**config.mk**
```make
export PLATFORM = sky130hd
export DESIGN_NAME = unidad_control_id_flat
export DESIGN_NICKNAME = d
export VERILOG_FILES = /design/src/rtl/unidad_control_id_pkg.sv /design/src/rtl/unidad_control_id_if.sv /design/src/rtl/marcador_registros.sv /design/src/rtl/unidad_control_id.sv /design/src/flat_wrapper.sv
export SDC_FILE = /design/constraint.sdc
export NUM_CORES = 1
export LEC_CHECK = 0
export BUFFER_PORTS_ARGS = -buffer_cell sky130_fd_sc_hd__buf_2
export CORE_AREA = 2 2 108 68
export DETAILED_ROUTE_END_ITERATION = 16
export DIE_AREA = 0 0 110 70
export PLACE_DENSITY = 0.74
export SLEW_MARGIN = 40
export SYNTH_ARGS = -nofsm -noshare
export SYNTH_HDL_FRONTEND = slang
export SYNTH_SLANG_ARGS = --single-unit
```
**constraint.sdc**
```tcl
create_clock -name clk -period 2.05 [get_ports clk]
set_clock_uncertainty 0.1 [all_clocks]
set_input_delay 0.205 -clock clk [delete_from_list [all_inputs] [get_ports clk]]
set_output_delay 0.205 -clock clk [all_outputs]
set_load 0.02 [all_outputs]
```
**src/rtl/unidad_control_id_pkg.sv**
```systemverilog
// unidad_control_pkg: opcodes, field positions and the control bundle
// shared by the ID control unit and the pipeline registers it feeds.
package unidad_control_pkg;
  localparam logic [3:0] OP_NOP   = 4'h0;
  localparam logic [3:0] OP_VADD  = 4'h1;
  localparam logic [3:0] OP_VSUB  = 4'h2;
  localparam logic [3:0] OP_VMUL  = 4'h3;
  localparam logic [3:0] OP_SADD  = 4'h4;
  localparam logic [3:0] OP_SSUB  = 4'h5;
  localparam logic [3:0] OP_SMUL  = 4'h6;
  localparam logic [3:0] OP_VSADD = 4'h7;
  localparam logic [3:0] OP_VLD   = 4'h8;
  localparam logic [3:0] OP_VST   = 4'h9;
  localparam logic [3:0] OP_SLD   = 4'hA;
  localparam logic [3:0] OP_SST   = 4'hB;
  localparam logic [3:0] OP_SADDI = 4'hC;

  localparam logic [1:0] SV_VV  = 2'b00;
  localparam logic [1:0] SV_VS  = 2'b01;
  localparam logic [1:0] SV_SS  = 2'b10;
  localparam logic [1:0] SV_MEM = 2'b11;

  localparam int INSTR_W = 14;
  localparam int OP_MSB  = 13;
  localparam int OP_LSB  = 10;
  localparam int RD_MSB  = 9;
  localparam int RD_LSB  = 7;
  localparam int RS1_MSB = 6;
  localparam int RS1_LSB = 4;
  localparam int RS2_MSB = 3;
  localparam int RS2_LSB = 1;

  typedef struct packed {
    logic       reg_rdv;
    logic       reg_rds;
    logic       sel_dest;
    logic       sel_op;
    logic       sel_int;
    logic [1:0] sel_vec;
    logic [3:0] opcode;
    logic       sum_mem;
    logic       sel_mem;
    logic       sel_data;
    logic       mem_wr;
    logic       sel_wb;
    logic       reg_wrv;
    logic       reg_wrs;
  } ctrl_t;

  localparam int CTRL_W = $bits(ctrl_t);

  typedef struct packed {
    logic rs1_s;
    logic rs1_v;
    logic rs2_s;
    logic rs2_v;
  } src_t;

  function automatic logic is_reserved(input logic [3:0] op);
    return op > OP_SADDI;
  endfunction
endpackage

```
**src/rtl/unidad_control_id_if.sv**
```systemverilog
// unidad_control_id_if: fetch-side handshake plus the control bundle
// presented to the EXE/MEM/WB pipeline registers.
interface unidad_control_id_if;
  logic        instr_valid_in;
  logic [13:0] instruction_in;
  logic        flush_in;
  logic        stall_out;
  logic        illegal_out;
  logic [13:0] instruction_out;
  logic        reg_rdv;
  logic        reg_rds;
  logic        sel_dest;
  logic        sel_op;
  logic        sel_int;
  logic [1:0]  sel_vec;
  logic [3:0]  opcode;
  logic        sum_mem;
  logic        sel_mem;
  logic        sel_data;
  logic        mem_wr;
  logic        sel_wb;
  logic        reg_wrv;
  logic        reg_wrs;

  modport master (
    output instr_valid_in, instruction_in, flush_in,
    input  stall_out, illegal_out, instruction_out, reg_rdv, reg_rds, sel_dest,
           sel_op, sel_int, sel_vec, opcode, sum_mem, sel_mem, sel_data, mem_wr,
           sel_wb, reg_wrv, reg_wrs
  );

  modport slave (
    input  instr_valid_in, instruction_in, flush_in,
    output stall_out, illegal_out, instruction_out, reg_rdv, reg_rds, sel_dest,
           sel_op, sel_int, sel_vec, opcode, sum_mem, sel_mem, sel_data, mem_wr,
           sel_wb, reg_wrv, reg_wrs
  );
endinterface

```
**src/rtl/marcador_registros.sv**
```systemverilog
// marcador_registros: per-register pending-write down-counters for one
// register file; a register is pending while its counter is nonzero.
module marcador_registros #(
  parameter int WB_LAT = 3,
  parameter int NREG = 8,
  localparam int IW = $clog2(NREG)
) (
  input  logic            clk,
  input  logic            rst_n,
  input  logic            load,
  input  logic [IW-1:0]   idx,
  output logic [NREG-1:0] pending
);
  // The issue cycle is the first of the WB_LAT cycles, so only WB_LAT-1 remain to block readers.
  localparam logic [1:0] LOAD = 2'(WB_LAT - 1);
  logic [1:0] cnt_d [NREG];
  logic [1:0] cnt_q [NREG];
  always_comb begin
    for (int i = 0; i < NREG; i++) begin
      cnt_d[i] = (load && idx == IW'(i)) ? LOAD : (cnt_q[i] != 2'd0 ? cnt_q[i] - 2'd1 : 2'd0);
      pending[i] = cnt_q[i] != 2'd0;
    end
  end
  always_ff @(posedge clk or negedge rst_n) begin
    if (!rst_n) begin
      for (int i = 0; i < NREG; i++) cnt_q[i] <= 2'd0;
    end else begin
      cnt_q <= cnt_d;
    end
  end
endmodule

```
**src/rtl/unidad_control_id.sv**
```systemverilog
// unidad_control_id: ID-stage decode, RAW scoreboard and stall/bubble
// insertion in front of the EXE/MEM/WB pipeline register.
module unidad_control_id
  import unidad_control_pkg::*;
#(
  parameter int WB_LAT = 3,
  parameter int NREG = 8
) (
  input logic clk,
  input logic rst_n,
  unidad_control_id_if.slave bus
);
  function automatic ctrl_t decode(input logic [3:0] op);
    ctrl_t c;
    c = '0;
    c.opcode = op;
    case (op)
      OP_VADD, OP_VSUB, OP_VMUL: begin
        c.reg_rdv = 1'b1; c.sel_dest = 1'b1; c.reg_wrv = 1'b1; c.sel_vec = SV_VV;
      end
      OP_SADD, OP_SSUB, OP_SMUL: begin
        c.reg_rds = 1'b1; c.reg_wrs = 1'b1; c.sel_vec = SV_SS;
      end
      OP_VSADD: begin
        c.reg_rdv = 1'b1; c.reg_rds = 1'b1; c.sel_dest = 1'b1; c.reg_wrv = 1'b1; c.sel_vec = SV_VS;
      end
      OP_SADDI: begin
        c.reg_rds = 1'b1; c.sel_op = 1'b1; c.reg_wrs = 1'b1; c.sel_vec = SV_SS;
      end
      OP_VLD: begin
        c.sum_mem = 1'b1; c.sel_vec = SV_MEM; c.reg_rds = 1'b1; c.sel_wb = 1'b1;
        c.sel_mem = 1'b1; c.sel_dest = 1'b1; c.reg_wrv = 1'b1;
      end
      OP_VST: begin
        c.sum_mem = 1'b1; c.sel_vec = SV_MEM; c.reg_rds = 1'b1; c.mem_wr = 1'b1;
        c.sel_mem = 1'b1; c.sel_data = 1'b1; c.reg_rdv = 1'b1;
      end
      OP_SLD: begin
        c.sum_mem = 1'b1; c.sel_vec = SV_MEM; c.reg_rds = 1'b1; c.sel_wb = 1'b1; c.reg_wrs = 1'b1;
      end
      OP_SST: begin
        c.sum_mem = 1'b1; c.sel_vec = SV_MEM; c.reg_rds = 1'b1; c.mem_wr = 1'b1;
      end
      default: c = '0;
    endcase
    c.sel_int = (op == OP_VMUL) || (op == OP_SMUL);
    return c;
  endfunction

  function automatic src_t sources(input logic [3:0] op);
    src_t s;
    s.rs1_v = op inside {OP_VADD, OP_VSUB, OP_VMUL, OP_VSADD};
    s.rs1_s = op inside {OP_SADD, OP_SSUB, OP_SMUL, OP_SADDI, OP_VLD, OP_VST, OP_SLD, OP_SST};
    s.rs2_v = op inside {OP_VADD, OP_VSUB, OP_VMUL, OP_VST};
    s.rs2_s = op inside {OP_SADD, OP_SSUB, OP_SMUL, OP_VSADD, OP_SST};
    return s;
  endfunction

  logic [3:0]         op;
  logic [2:0]         rd, rs1, rs2;
  logic [NREG-1:0]    pend_s, pend_v;
  src_t               src;
  ctrl_t              dec, ctrl_d, ctrl_q;
  logic               raw, live, go, illegal_d, illegal_q;
  logic [INSTR_W-1:0] instr_d, instr_q;

  always_comb begin
    op = bus.instruction_in[OP_MSB:OP_LSB];
    rd = bus.instruction_in[RD_MSB:RD_LSB];
    rs1 = bus.instruction_in[RS1_MSB:RS1_LSB];
    rs2 = bus.instruction_in[RS2_MSB:RS2_LSB];
    dec = decode(op);
    src = sources(op);
    raw = (src.rs1_s & pend_s[rs1]) | (src.rs1_v & pend_v[rs1]) |
          (src.rs2_s & pend_s[rs2]) | (src.rs2_v & pend_v[rs2]);
    live = bus.instr_valid_in & ~bus.flush_in;
    go = live & ~raw;
    ctrl_d = go ? dec : '0;
    instr_d = go ? bus.instruction_in : '0;
    illegal_d = go & is_reserved(op);
  end

  assign bus.stall_out = live & raw;

  marcador_registros #(.WB_LAT(WB_LAT), .NREG(NREG)) u_sb_s (
    .clk(clk), .rst_n(rst_n), .load(go & dec.reg_wrs), .idx(rd), .pending(pend_s)
  );

  marcador_registros #(.WB_LAT(WB_LAT), .NREG(NREG)) u_sb_v (
    .clk(clk), .rst_n(rst_n), .load(go & dec.reg_wrv), .idx(rd), .pending(pend_v)
  );

  always_ff @(posedge clk or negedge rst_n) begin
    if (!rst_n) begin
      ctrl_q <= '0;
      instr_q <= '0;
      illegal_q <= 1'b0;
    end else begin
      ctrl_q <= ctrl_d;
      instr_q <= instr_d;
      illegal_q <= illegal_d;
    end
  end

  assign bus.illegal_out = illegal_q;
  assign bus.instruction_out = instr_q;
  assign bus.reg_rdv = ctrl_q.reg_rdv;
  assign bus.reg_rds = ctrl_q.reg_rds;
  assign bus.sel_dest = ctrl_q.sel_dest;
  assign bus.sel_op = ctrl_q.sel_op;
  assign bus.sel_int = ctrl_q.sel_int;
  assign bus.sel_vec = ctrl_q.sel_vec;
  assign bus.opcode = ctrl_q.opcode;
  assign bus.sum_mem = ctrl_q.sum_mem;
  assign bus.sel_mem = ctrl_q.sel_mem;
  assign bus.sel_data = ctrl_q.sel_data;
  assign bus.mem_wr = ctrl_q.mem_wr;
  assign bus.sel_wb = ctrl_q.sel_wb;
  assign bus.reg_wrv = ctrl_q.reg_wrv;
  assign bus.reg_wrs = ctrl_q.reg_wrs;
endmodule

```
**src/flat_wrapper.sv**
```systemverilog
// flat-port wrapper written by rule: the top's interface ports become plain ports
module unidad_control_id_flat import unidad_control_pkg::*;
#(
  parameter int WB_LAT = 3,
  parameter int NREG = 8
)
  (clk, rst_n, bus_instr_valid_in, bus_instruction_in, bus_flush_in, bus_stall_out, bus_illegal_out, bus_instruction_out, bus_reg_rdv, bus_reg_rds, bus_sel_dest, bus_sel_op, bus_sel_int, bus_sel_vec, bus_opcode, bus_sum_mem, bus_sel_mem, bus_sel_data, bus_mem_wr, bus_sel_wb, bus_reg_wrv, bus_reg_wrs);
  unidad_control_id_if bus_i ();
  input logic clk;
  input logic rst_n;
  input wire logic [$bits(bus_i.instr_valid_in)-1:0] bus_instr_valid_in;
  input wire logic [$bits(bus_i.instruction_in)-1:0] bus_instruction_in;
  input wire logic [$bits(bus_i.flush_in)-1:0] bus_flush_in;
  output wire logic [$bits(bus_i.stall_out)-1:0] bus_stall_out;
  output wire logic [$bits(bus_i.illegal_out)-1:0] bus_illegal_out;
  output wire logic [$bits(bus_i.instruction_out)-1:0] bus_instruction_out;
  output wire logic [$bits(bus_i.reg_rdv)-1:0] bus_reg_rdv;
  output wire logic [$bits(bus_i.reg_rds)-1:0] bus_reg_rds;
  output wire logic [$bits(bus_i.sel_dest)-1:0] bus_sel_dest;
  output wire logic [$bits(bus_i.sel_op)-1:0] bus_sel_op;
  output wire logic [$bits(bus_i.sel_int)-1:0] bus_sel_int;
  output wire logic [$bits(bus_i.sel_vec)-1:0] bus_sel_vec;
  output wire logic [$bits(bus_i.opcode)-1:0] bus_opcode;
  output wire logic [$bits(bus_i.sum_mem)-1:0] bus_sum_mem;
  output wire logic [$bits(bus_i.sel_mem)-1:0] bus_sel_mem;
  output wire logic [$bits(bus_i.sel_data)-1:0] bus_sel_data;
  output wire logic [$bits(bus_i.mem_wr)-1:0] bus_mem_wr;
  output wire logic [$bits(bus_i.sel_wb)-1:0] bus_sel_wb;
  output wire logic [$bits(bus_i.reg_wrv)-1:0] bus_reg_wrv;
  output wire logic [$bits(bus_i.reg_wrs)-1:0] bus_reg_wrs;
  assign bus_i.instr_valid_in = bus_instr_valid_in;
  assign bus_i.instruction_in = bus_instruction_in;
  assign bus_i.flush_in = bus_flush_in;
  assign bus_stall_out = bus_i.stall_out;
  assign bus_illegal_out = bus_i.illegal_out;
  assign bus_instruction_out = bus_i.instruction_out;
  assign bus_reg_rdv = bus_i.reg_rdv;
  assign bus_reg_rds = bus_i.reg_rds;
  assign bus_sel_dest = bus_i.sel_dest;
  assign bus_sel_op = bus_i.sel_op;
  assign bus_sel_int = bus_i.sel_int;
  assign bus_sel_vec = bus_i.sel_vec;
  assign bus_opcode = bus_i.opcode;
  assign bus_sum_mem = bus_i.sum_mem;
  assign bus_sel_mem = bus_i.sel_mem;
  assign bus_sel_data = bus_i.sel_data;
  assign bus_mem_wr = bus_i.mem_wr;
  assign bus_sel_wb = bus_i.sel_wb;
  assign bus_reg_wrv = bus_i.reg_wrv;
  assign bus_reg_wrs = bus_i.reg_wrs;
  unidad_control_id #(.WB_LAT(WB_LAT), .NREG(NREG)) u_core (.clk(clk), .rst_n(rst_n), .bus(bus_i));
endmodule
```
==> flow_summary.ini <==
[status]
outcome = complete, but fails checks
violations = setup timing

[final_layout]
area_delta_synth_final_pct = 31.1
nets = 372
instances_no_fill = 450
diodes = 0
drive_above_1_share_pct = 36.8

[logic_synthesis]
async_flop_share_pct = 100
synth_edf_count = 0
yosys.cell_types.count = 43
syn_area_per_cell_um2 = 10.7
syn_area_mm2 = 0.00297
netlist_instances = 278
yosysWarnings = 0
syn_nets = 296
synth_seq_area_share_pct = 53.9
ys_seq_elements = 64
synthFlopType = dfrtp_1

[route]
wire_per_inst_um = 16.5
num_vias = 2453
finalWirelength_um = 7410
first_pass_iters = 4
vias_per_cell = 5.45
drt_iter0_drc = 201
antenna_left = 0
drc_errors = 0

[worst_setup_path]
path_class = register to output port
arrival_ns = 2.06
cpMaxStageDelayCell = dfrtp_1
cp_cell_sequence = nor4b_4, a311oi_2, a32oi_2, o22a_1, o211a_1, nor2_2, buf_6
crit_path_end_kind = output port
max_stage_delay_ns = 0.43
worst_ep_required_time_ns = 1.75
path_max_fanout = 4
cp-start-kind = register

[clock_network]
clk_pin_slew_ns = 0.07
cts-root-buf = clkbuf_8
cts_buffers = 9
cts_tree = done
insertion_delay_ns = 0.35
clock_path_buffers = 2
cts.sinks = 64
htreeDepth = 3

[place]
numPortBuffers = 51
placed_cells = 418
hpwl_um = 5080
place_congestion = 0.884
place_ws_ns = -0.0690

[pwr]
p_per_area_mw_per_mm2 = 804
power_leakage_nw = 1.89
vdd_drop_max_mv = 0.319

[sta]
max_freq_mhz = 422
finalHoldViolCount = 0
finalCriticalPeriod_ns = 2.37
maxSlewViolCount = 0
finalSetupViolCount = 55
tightestPinTransition_ns = 0.410
grt_setup_unrepaired = true
timing.max_slew.rel_slack_pct = 72.4
fin_ws_ns = -0.319
fin_crit_sh_pct = 116

[global_route]
grt_first_pass_wirelength_um = 11900
grt_usage_pct = 20.5
grt_max_degree = 65
antenna_found_initial = 0
grt_pass1_vias = 2399
gr-total-overflow = 0

[floorplan]
io_pins = 52
core_mm2 = 0.00688
fp-row-count = 24
die_w_um = 110
die_h_um = 70
start_util_pct = 43.2
die-area_mm2 = 0.00770

[hold_path]
min_path_type = input pin to register

[run]
cap_violations = 0
[through the flow]
step / hold slack, ns / instance area [µm²] / util (%) / setup TNS [ns] / power (mW)
floorplan: -0.191 / 2970 / - / 0 / 1.57
global route: 0.0390 / 3890 / 56.6 / -11.57 / 3.24
detailed placement: 0.146 / 3360 / 48.9 / -1.36 / 1.70
global placement: 0.143 / 3360 / 48.9 / -0.0197 / 1.69
CTS: 0.0364 / 3820 / 55.6 / -1.71 / 3.13
finish: 0.0467 / 3890 / 56.6 / -7.57 / 3.13
[cell usage after synthesis, drive strengths merged (2+ instances only)]
cell type  number  area (µm²)
dfrtp          64        1600
nor2           35         131
a21oi          18        90.1
buf            15         124
inv            15        56.3
nand2b         14        87.6
a311oi         13         164
nor3           12        70.1
a32o           10         100
and3           10        62.6
nand2           9        33.8
nor4            8        56.3
a22o            6        52.6
clkbuf          6        22.5
a31oi           5        31.3
nor2b           5        31.3
nor4b           5        43.8
o21ai           4        20.0
nand4           3        18.8
o211a           3        30.0
a32oi           2        25.0
nand3           2        10.0
nor3b           2        15.0
o21a            2        15.0
[sequential cells by signal (all words and copies together), names as in the netlist, 2 cells and up]
register,cells
u_core.u_sb_s.cnt_q,16
u_core.u_sb_v.cnt_q,16
u_core.bus.instruction_out,14
u_core.bus.opcode,4
u_core.bus.sel_vec,2
[routing by layer]
layer / GRT usage, % / routed length [µm] / vias up
met5: 0 / 0 / -
met4: 5.77 / 97 / 0
met3: 8.31 / 550 / 11
met2: 28.4 / 3170 / 88
met1: 29.4 / 3600 / 1189
li1: - / - / 1165
[placed cells by master (no fill, tap or decap), types with 3 or more instances in the layout]
| master | Yosys | routed |
|---|---|---|
| a21oi_1 | 18 | 17 |
| a22o_1 | 6 | 6 |
| a311oi_1 | 5 | 3 |
| a311oi_2 | 8 | 10 |
| a31oi_1 | 5 | 5 |
| a32o_1 | 10 | 10 |
| and3_1 | 10 | 8 |
| buf_2 | 5 | 50 |
| buf_4 | 4 | 24 |
| buf_6 | 4 | 6 |
| bufinv_16 | 0 | 3 |
| clkbuf_8 | 0 | 10 |
| dfrtp_1 | 64 | 64 |
| inv_1 | 15 | 15 |
| nand2_1 | 9 | 9 |
| nand2b_1 | 14 | 14 |
| nand4_1 | 3 | 3 |
| nor2_1 | 35 | 32 |
| nor2_2 | 0 | 3 |
| nor2b_1 | 5 | 5 |
| nor3_1 | 10 | 5 |
| nor3_2 | 2 | 7 |
| nor4_1 | 7 | 6 |
| nor4b_1 | 5 | 3 |
[cell type report]
type	instances	area (µm²)
clock inverters	6	115
clock buffers	10	138
multi-input cells	178	1270
flip-flops and latches	64	1600
inverters	15	56.3
well taps	91	114
repair buffers	86	601
fillers	581	2980
[path summary, 6_finish.rpt]
| check | slack, ns | startpoint | to | cells past startpoint |
|---|---|---|---|---|
| max | -0.32 | u_core.u_sb_s.cnt_q[13] | bus_stall_out | 7 |
| min | 0.05 | bus_instruction_in[11] | u_core.bus.sel_mem | 2 |
| max reg2reg | -0.21 | u_core.u_sb_s.cnt_q[13] | u_core.bus.sel_op | 9 |
| min reg2reg | 0.37 | u_core.u_sb_v.cnt_q[2] | u_core.u_sb_v.cnt_q[2] | 1 |
| max in group asynchronous | 1.28 | rst_n | u_core.u_sb_v.cnt_q[5] | 3 |
| min in group asynchronous | 0.29 | rst_n | u_core.bus.opcode[0] | 3 |
[power breakdown]
part,total [mW],internal (mW),switching (mW)
sequential,1.30,1.29,0.00991
clock,1.36,0.846,0.515
combinational,0.470,0.197,0.273
total,3.13,2.33,0.798
[worst max-delay path: cells and delay by family, from the launching register on]
kind / cells / cell delay (ns)
DFF: 1 / 0.43
buffers and inverters: 1 / 0.13
and+or+nand+nor: 2 / 0.36
AOI/OAI and AO/OA: 4 / 0.78
[cells by family after synthesis]
group           synth area share [%]
simple gates                    19.8
compound gates                  19.1
flops                           53.9
buf+inv                         6.82
xor+xnor                       0.295
[timing repair]
| action | in CTS | in global routing |
|---|---|---|
| setup endpoints to repair | 48 | 63 |
| buffers inserted | 12 | 6 |
| pin swaps | 9 | 12 |
| gates resized for setup | 18 | 18 |
| endpoints found under the hold margin | 65 | 0 |
| hold buffers | 2 | 0 |
| cloned | 1 | 1 |
(Power assumes the default switching activity.)
